**config.mk**
```make
export PLATFORM = sky130hd
export DESIGN_NAME = mux_arb_n
export DESIGN_NICKNAME = d
export VERILOG_FILES = /design/src/rtl/mux_arb_n.sv
export SDC_FILE = /design/constraint.sdc
export NUM_CORES = 1
export LEC_CHECK = 0
export CORE_ASPECT_RATIO = 1.25
export CORE_MARGIN = 3
export CORE_UTILIZATION = 47
export CTS_CLUSTER_SIZE = 10
export DETAILED_ROUTE_END_ITERATION = 16
export PLACE_DENSITY = 0.87
export SLEW_MARGIN = 10
export SYNTH_ARGS = -nofsm -noshare
export SYNTH_HDL_FRONTEND = slang
export SYNTH_SLANG_ARGS = --single-unit
```
**constraint.sdc**
```tcl
create_clock -name clk -period 9.7 [get_ports clk]
set_input_delay 0.97 -clock clk [delete_from_list [all_inputs] [get_ports clk]]
set_output_delay 0.97 -clock clk [all_outputs]
set_load 0.01 [all_outputs]
```
**src/rtl/mux_arb_n.sv**
```systemverilog
// N-channel, W-bit registered multiplexer with valid/ready on every input and
// on the output. Arbitration is either directed (sel) or round-robin.
module mux_arb_n #(
  parameter int unsigned N  = 8,
  parameter int unsigned W  = 8,
  localparam int unsigned SW = $clog2(N)
) (
  input  logic           clk,
  input  logic           rst,
  input  logic           mode,
  input  logic [SW-1:0]  sel,
  input  logic [N*W-1:0] in_data,
  input  logic [N-1:0]   in_valid,
  output logic [N-1:0]   in_ready,
  output logic [W-1:0]   out_data,
  output logic [SW-1:0]  out_ch,
  output logic           out_valid,
  input  logic           out_ready
);

  typedef enum logic {
    EMPTY = 1'b0,
    FULL  = 1'b1
  } state_t;

  state_t        state_q;
  state_t        state_d;
  logic [W-1:0]  lane [N];
  logic [W-1:0]  data_q;
  logic [SW-1:0] ch_q;
  logic [SW-1:0] ptr_q;
  logic [SW-1:0] gnt_idx;
  logic          gnt_valid;
  logic          take;
  logic          load;

  assign out_valid = (state_q == FULL);
  assign out_data  = data_q;
  assign out_ch    = ch_q;

  // Split the flat input bus into per-channel lanes.
  always_comb begin
    for (int unsigned k = 0; k < N; k++) begin
      lane[k] = in_data[k*W +: W];
    end
  end

  // Grant selection: directed by sel, or round-robin starting after ptr.
  always_comb begin
    int idx;
    gnt_valid = 1'b0;
    gnt_idx   = '0;
    idx       = 0;
    if (mode == 1'b0) begin
      if ((int'(sel) < int'(N)) && in_valid[sel]) begin
        gnt_valid = 1'b1;
        gnt_idx   = sel;
      end
    end else begin
      // Walk from the farthest offset down so the nearest valid channel wins.
      for (int i = int'(N); i >= 1; i--) begin
        idx = (int'(ptr_q) + i) % int'(N);
        if (in_valid[idx[SW-1:0]]) begin
          gnt_valid = 1'b1;
          gnt_idx   = idx[SW-1:0];
        end
      end
    end
  end

  // State register for the output stage.
  always_ff @(posedge clk or posedge rst) begin
    if (rst) begin
      state_q <= EMPTY;
    end else begin
      state_q <= state_d;
    end
  end

  // Next state: reload whenever the register can take, else hold.
  always_comb begin
    state_d = state_q;
    if (take) begin
      state_d = gnt_valid ? FULL : EMPTY;
    end
  end

  // Handshake outputs: one-hot ready on the granted channel, none in reset.
  always_comb begin
    take     = (state_q == EMPTY) | out_ready;
    load     = take & gnt_valid & ~rst;
    in_ready = '0;
    if (load) begin
      in_ready[gnt_idx] = 1'b1;
    end
  end

  // Output data, source channel and round-robin pointer update on a transfer.
  always_ff @(posedge clk or posedge rst) begin
    if (rst) begin
      data_q <= '0;
      ch_q   <= '0;
      ptr_q  <= SW'(N - 1);
    end else if (load) begin
      data_q <= lane[gnt_idx];
      ch_q   <= gnt_idx;
      ptr_q  <= gnt_idx;
    end
  end

endmodule

```
==> flow_summary_export.csv, run 1 <==
group,metric,value,unit
timing,period_needed,5500,ps
grt,vias_in_the_first_global_route,2294,
worst_setup_path,crit_path_largest_cell_delay,830,ps
floorplanning,dieArea,5680,µm²
routing,vias,2305,
routing,vias_per_cell,5.96,
finish,final_layout_size_suffix_gt1_share,11.2,%
clock_network,clk-insertion-delay-late,250,ps
worst_setup_path,path_buf_inv,4,
logic_synthesis,synth_cell_type_count,57,
status,run_status,"complete, no violations",
timing,setup_tns,0,ps
power,power.density,324,nW/µm²
clock_network,clock-root-buffer,"sky130_fd_sc_hd__clkbuf_8",
clock_network,clock_tree.buffer_depth,2,
logic_synthesis,synthCells,241,
power,worst_ir_drop_vdd,0.000225,V
worst_setup_path,crit_path_cell_trace,"inv_1 -> ha_1 -> mux4_2 -> a22oi_1 -> a2bb2oi_1 -> a211oi_1 -> nor2_1 -> buf_4 -> inv_1 -> nand2b_4 -> nor2_1 -> clkdlybuf4s50_1",
grt,global_route_wire_length_before_repair,11500,µm
worst_setup_path,cp.arrival,4530,ps
logic_synthesis,synthesis.area,2260,µm²
timing,fin_crit_sh,56.7,%
worst_setup_path,critPathTopFamily,"buffers and inverters",
grt,grt_antenna_before_repair,0,
run,cap_viol_max_count,0,
logic_synthesis,post_synth_edffs,0,
power,leakagePower,0.00131,µW
worst_setup_path,critical_path_source_type,"register",
place,gp_congestion,0.941,
grt,maximum_number_of_pins_on_one_net_before_global_route_repair,49,
logic_synthesis,synth_most_common_cell,"sky130_fd_sc_hd__mux2i_1",
logic_synthesis,synth_fp_nets,322,
clock_network,cts_setup_buffers,0,
clock_network,cts_made_buffers,3,
worst_setup_path,worstPathRequired,8730,ps
logic_synthesis,post_synth_main_area_contributors,"sky130_fd_sc_hd__mux2i_1 (14%), sky130_fd_sc_hd__dfrtp_1 (13%), sky130_fd_sc_hd__mux4_2 (11%)",
clock_network,clk_pin_slew,60,ps
timing,max-slew-margin-rel,53.5,%
worst_setup_path,criticalPathCategory,"register to primary output",
finish,area_growth_syn_to_layout,45.1,%
logic_synthesis,synth.ff_latch_count,15,
clock_network,h-tree-depth,1,
timing,pins_over_their_slew_limit,0,
clock_network,cts.sinks,15,
logic_synthesis,synth_common_cells,"sky130_fd_sc_hd__mux2i_1 (31), sky130_fd_sc_hd__inv_1 (24), sky130_fd_sc_hd__dfrtp_1 (12), sky130_fd_sc_hd__mux4_2 (11), sky130_fd_sc_hd__nand2_1 (11)",
finish,num_antenna_cells,0,
floorplanning,effective_utilization_at_floorplan,49.9,%
power,total_power,1060,µW
logic_synthesis,proportion_of_synthesized_chip_area_in_sequential_cells,16.8,%
worst_setup_path,crit_fanout,21,
clock_network,cts_tree,"yes",
place,estimated_wirelength_of_the_detail_placed_design,5800,µm
floorplanning,die_w,68.0,µm
logic_synthesis,synth_largest_area_cell,"sky130_fd_sc_hd__mux2i_1",
clock_network,cts_hold_buf,0,
routing,drcViolationCount,0,
clock_network,cts-resized-gates,0,
place,dpl_cell_area,3230,µm²
routing,routedWlPerCell,18.1,µm
power,p_comb_share,80.7,%
timing,hold-worst-slack,487,ps
power,swShare,48.9,%
logic_synthesis,flip_flop_cell_with_the_highest_count_after_synthesis,"sky130_fd_sc_hd__dfrtp_1",
routing,wl,7020,µm
worst_setup_path,type_of_destination_of_the_critical_path,"primary output",
timing,rsz_0062_raised_after_global_routing,"false",
finish,layout.nets,411,
hold_path,hp-class,"register to register",
worst_setup_path,worst_path_max_delay_cell,"sky130_fd_sc_hd__dfstp_2",
routing,final_antenna_net_count,0,
logic_synthesis,postSynthAreaPerCell,9.38,µm²
logic_synthesis,synth_async_sr_flop_share,100,%
logic_synthesis,yosys.area.top_type_share,13.7,%
timing,highest_clock_rate,0.182,GHz
timing,final_hold_viol_count,0,
floorplanning,ioPinCount,99,
routing,drt_first_iter_violations,186,
power,power.share.clock,4.9,%
timing,max_slew.worst_pin.slew,697,ps
power,pwr-share-seq,14.4,%
logic_synthesis,synthesis.yosys.warnings,0,
timing,clock-skew-final,5.70,ps
routing,dr.pass1.iters,4,
finish,num-fill-cells,376,
power,power.internal,542,µW
finish,finish.instance_area,3280,µm²
timing,setup_viol_count_final,0,
grt,grt_overflow,0,
grt,globalRouteTotalUtil,26.2,%
power,p_switching,518,µW
floorplanning,die_y,83.5,µm
floorplanning,num_rows,27,
floorplanning,core-area,4530,µm²
place,io_buffers,98,
## stage by stage
stage	setup slack, ps	util, %	std cells
2_1_floorplan	5460	-	241
3_3_place_gp	4420	71.4	383
5_1_grt	3900	72.4	387
6_report	4200	72.4	387
3_5_place_dp	4470	71.4	383
4_1_cts	4180	72.4	387
## worst reg2reg max path: cells and delay by family, from the launching register on
family	cells	cell delay [ps]
multiplexers	2	1000
AND/OR/NAND/NOR	2	220
adder cells (fa/ha/maj)	1	580
flip-flops	1	830
buffers and inverters	2	520
AO/OA/AOI/OAI	4	820
## sequential cells by signal, indices dropped and copies added (netlist names)
register	count
out_data	8
out_ch	3
ptr_q	3
out_valid	1
## placed cells by master, fill, tap and decap left out, drive strengths merged, types with 4 or more instances in the layout
cell type	netlist	routed
mux2	12	12
mux4	13	13
and2	9	9
clkbuf	1	4
a21oi	9	9
inv	24	24
o21a	5	5
o211ai	10	10
nand2	11	11
nor2b	4	4
nor2	10	10
a22oi	5	5
o221ai	8	8
o21ai	10	10
dfrtp	12	12
mux2i	32	32
clkdlybuf4s50	0	98
o22a	8	8
## power by group through the flow
stage / clock [µW] / combinational (µW) / sequential [µW]
3_3_place_gp: 0 / 847 / 153
6_report: 51.7 / 856 / 153
4_1_cts: 54.1 / 855 / 153
3_5_place_dp: 0 / 852 / 155
5_1_grt: 57.7 / 931 / 160
2_1_floorplan: 0 / 681 / 123
## final timing paths
| path | start | to | slack (ps) | cells past startpoint |
|---|---|---|---|---|
| min in group asynchronous | rst | out_valid | 1130 | 2 |
| hold / removal | out_ch[0] | out_ch[0] | 490 | 1 |
| max in group asynchronous | rst | out_data[2] | 8170 | 2 |
| setup / recovery | ptr_q[0] | in_ready[4] | 4200 | 12 |
| hold reg to reg | out_ch[0] | out_ch[0] | 490 | 1 |
| setup reg to reg | ptr_q[0] | out_data[0] | 5610 | 11 |
## per-layer routing
layer  up-vias  wire [µm]  track usage, %  share of wire, %
li1       1099          -               -                 -
met1      1077       2610            30.3                37
met2       115       3690            44.7                53
met3        14        552            7.01               7.9
met4         0        170            9.95               2.4
met5         -          0               0                 0
## cell families after synthesis
family / Yosys count / share of synthesized area [%]
xor+xnor: 5 / 2.27
simple gates: 52 / 13.2
mux: 57 / 34.5
compound gates: 69 / 23.4
flops: 15 / 16.8
fa+ha+maj: 2 / 1.11
buf+inv: 41 / 8.75
## layout make-up
| class | instances | area [µm²] | share of cell area (%) |
|---|---|---|---|
| Multi-Input combinational cell | 185 | 1690 | 51.6 |
| Clock buffer | 4 | 45.0 | 1.37 |
| Tap cell | 58 | 72.6 | 2.21 |
| Inverter | 25 | 93.8 | 2.86 |
| Timing Repair Buffer | 100 | 996 | 30.4 |
| Sequential cell | 15 | 379 | 11.6 |
Power figures use the tool's default switching activity.
==> inputs of run 2 (changes only) <==
Settings changed: CORE_UTILIZATION 47 to 39, PLACE_DENSITY 0.87 to 0.77.
Clock period 9.7 ns to 4.76 ns, I/O delays scaled along.
==> run 2 against run 1 <==
  * Setup slack got worse by 3800 ps
  * Worst hold slack better by 19 ps
  * Die area rose by 19%
  * Final cell count increased by 2.6%
  * Via count increased by 0.43%
  * Clock power up 100%
  * Largest power group unchanged
  * Routed wire length decreased by 0.28%
  * Clock-buffer cell count is 1 lower
==> flow_summary_export.csv, run 2 (same netlist as run 1, synthesis figures left out) <==
group,metric,value,unit
status,run_status,"complete, no violations",
power,power.density,658,nW/µm²
grt,vias_in_the_first_global_route,2415,
power,leakagePower,0.00133,µW
floorplanning,core-area,5520,µm²
worst_setup_path,crit_path_largest_cell_delay,590,ps
floorplanning,effective_utilization_at_floorplan,41.0,%
worst_setup_path,path_buf_inv,2,
run,cap_viol_max_count,0,
finish,mostFrequentLayoutCells,"sky130_fd_sc_hd__clkdlybuf4s50_1 (98), sky130_fd_sc_hd__mux2i_1 (31), sky130_fd_sc_hd__inv_1 (24)",
timing,highest_clock_rate,0.229,GHz
floorplanning,die_y,91.1,µm
timing,max-slew-margin-rel,59.4,%
worst_setup_path,cp.arrival,3890,ps
worst_setup_path,type_of_destination_of_the_critical_path,"primary output",
grt,global_route_wire_length_before_repair,11200,µm
floorplanning,num_rows,30,
worst_setup_path,critPathTopFamily,"simple AND/OR/NAND/NOR gates",
finish,num-fill-cells,472,
grt,maximum_number_of_pins_on_one_net_before_global_route_repair,28,
routing,wl,7000,µm
worst_setup_path,worstPathRequired,4280,ps
finish,num_antenna_cells,0,
clock_network,cts-resized-gates,0,
clock_network,cts.sinks,15,
routing,vias,2315,
grt,grt_antenna_before_repair,0,
grt,grt_overflow,0,
floorplanning,dieArea,6750,µm²
worst_setup_path,setup.reg_to_reg.worst_slack,1190,ps
place,io_buffers,98,
worst_setup_path,criticalPathCategory,"register to primary output",
place,estimated_wirelength_of_the_detail_placed_design,5670,µm
hold_path,min_to,"out_ch[2]",
routing,vias_per_cell,5.83,
finish,finish.instance_area,3320,µm²
clock_network,cts_hold_buf,0,
worst_setup_path,crit_fanout,9,
timing,pins_over_their_slew_limit,0,
power,total_power,2180,µW
finish,layout.nets,415,
clock_network,clock-root-buffer,"sky130_fd_sc_hd__clkbuf_8",
finish,final_common_cell,"sky130_fd_sc_hd__clkdlybuf4s50_1",
worst_setup_path,most_frequent_cp_cell,"sky130_fd_sc_hd__nand2_1",
routing,dr.pass1.iters,4,
timing,clock-skew-final,7.00,ps
clock_network,cts_setup_buffers,0,
routing,routedWlPerCell,17.6,µm
hold_path,hp-class,"register to register",
hold_path,min_path_cells,1,
routing,drcViolationCount,0,
floorplanning,die_w,74.1,µm
timing,fin_crit_sh,91.6,%
worst_setup_path,critical_path_source_type,"register",
timing,final_hold_viol_count,0,
finish,largest_reg_flops,8,
hold_path,worst_hold_startpoint,"out_ch[2]",
grt,globalRouteTotalUtil,21.0,%
place,gp_congestion,0.954,
place,dpl_cell_area,3270,µm²
clock_network,clk_pin_slew,70,ps
routing,drt_first_iter_violations,129,
clock_network,clock_tree.buffer_depth,2,
timing,setup_tns,0,ps
worst_setup_path,worst_path_max_delay_cell,"sky130_fd_sc_hd__mux4_2",
timing,period_needed,4360,ps
finish,area_growth_syn_to_layout,46.8,%
floorplanning,ioPinCount,99,
clock_network,h-tree-depth,1,
clock_network,clk-insertion-delay-late,250,ps
timing,rsz_0062_raised_after_global_routing,"false",
timing,setup_viol_count_final,0,
clock_network,cts_tree,"yes",
worst_setup_path,r2r_start,"ptr_q[0]",
timing,max_slew.worst_pin.slew,609,ps
clock_network,cts_made_buffers,3,
worst_setup_path,crit_path_cell_trace,"inv_1 -> ha_1 -> mux4_2 -> nand2_1 -> nand2_1 -> nor4_1 -> mux2i_4 -> a21boi_2 -> and3_1 -> clkdlybuf4s50_1",
power,worst_ir_drop_vdd,0.000297,V
worst_setup_path,reg2reg_depth,11,
routing,final_antenna_net_count,0,
finish,post-route-util,60.1,%
finish,final_layout_size_suffix_gt1_share,12.6,%
worst_setup_path,worstReg2RegEnd,"out_data[0]",
[run 2: changes by cell type in the layout (fill, tap and decap cells not counted), sizes merged]
cell and delta:
clkinv +1, clkbuf -1, buf +4
[run 2: worst max-delay path by stage]
stage                      from          end  slack (ps)  depth (start not counted)
floorplan              ptr_q[0]  in_ready[2]        1020                         13
global placement    in_valid[7]  in_ready[2]         640                         10
detailed placement  in_valid[6]  in_ready[6]         620                         10
CTS                    ptr_q[1]  in_ready[7]         400                         10
global route           ptr_q[1]  in_ready[7]         150                         10
finish                 ptr_q[1]  in_ready[7]         400                         10
[run 2: report_power, final]
part / internal (µW) / switching [µW]
registers: 198 / 55.3
logic: 868 / 956
clock network: 58.0 / 47.4
total: 1120 / 1060
[run 2: routing by layer]
metal	track usage (%)	wire length, µm	vias to the layer above
li1	-	-	1106
met1	23.4	2580	1046
met2	35.5	3440	142
met3	7.20	739	21
met4	8.91	242	0
met5	0	0	-
[run 2: final cells by class]
class                   instances  area (µm²)  share of cell area (%)
clock inverters                 1        5.00                   0.151
clock buffers                   3        41.3                    1.24
multi-input cells             185        1690                    51.0
well taps                      64        80.1                    2.41
inverters                      25        93.8                    2.83
repair buffers                104        1030                    30.9
flip-flops and latches         15         379                    11.4
[run 2: per-stage QoR]
stage	std cells	hold WS [ps]	worst slack, ps
2_1_floorplan	241	375	1020
3_3_place_gp	393	492	640
3_5_place_dp	393	486	620
4_1_cts	397	505	397
5_1_grt	397	521	149
6_report	397	506	398
==> inputs of run 3 (changes only) <==
Settings changed: TNS_END_PERCENT set to 30.
==> results of run 3 <==
The final DEF is identical to that of run 2; final timing and power are the same.
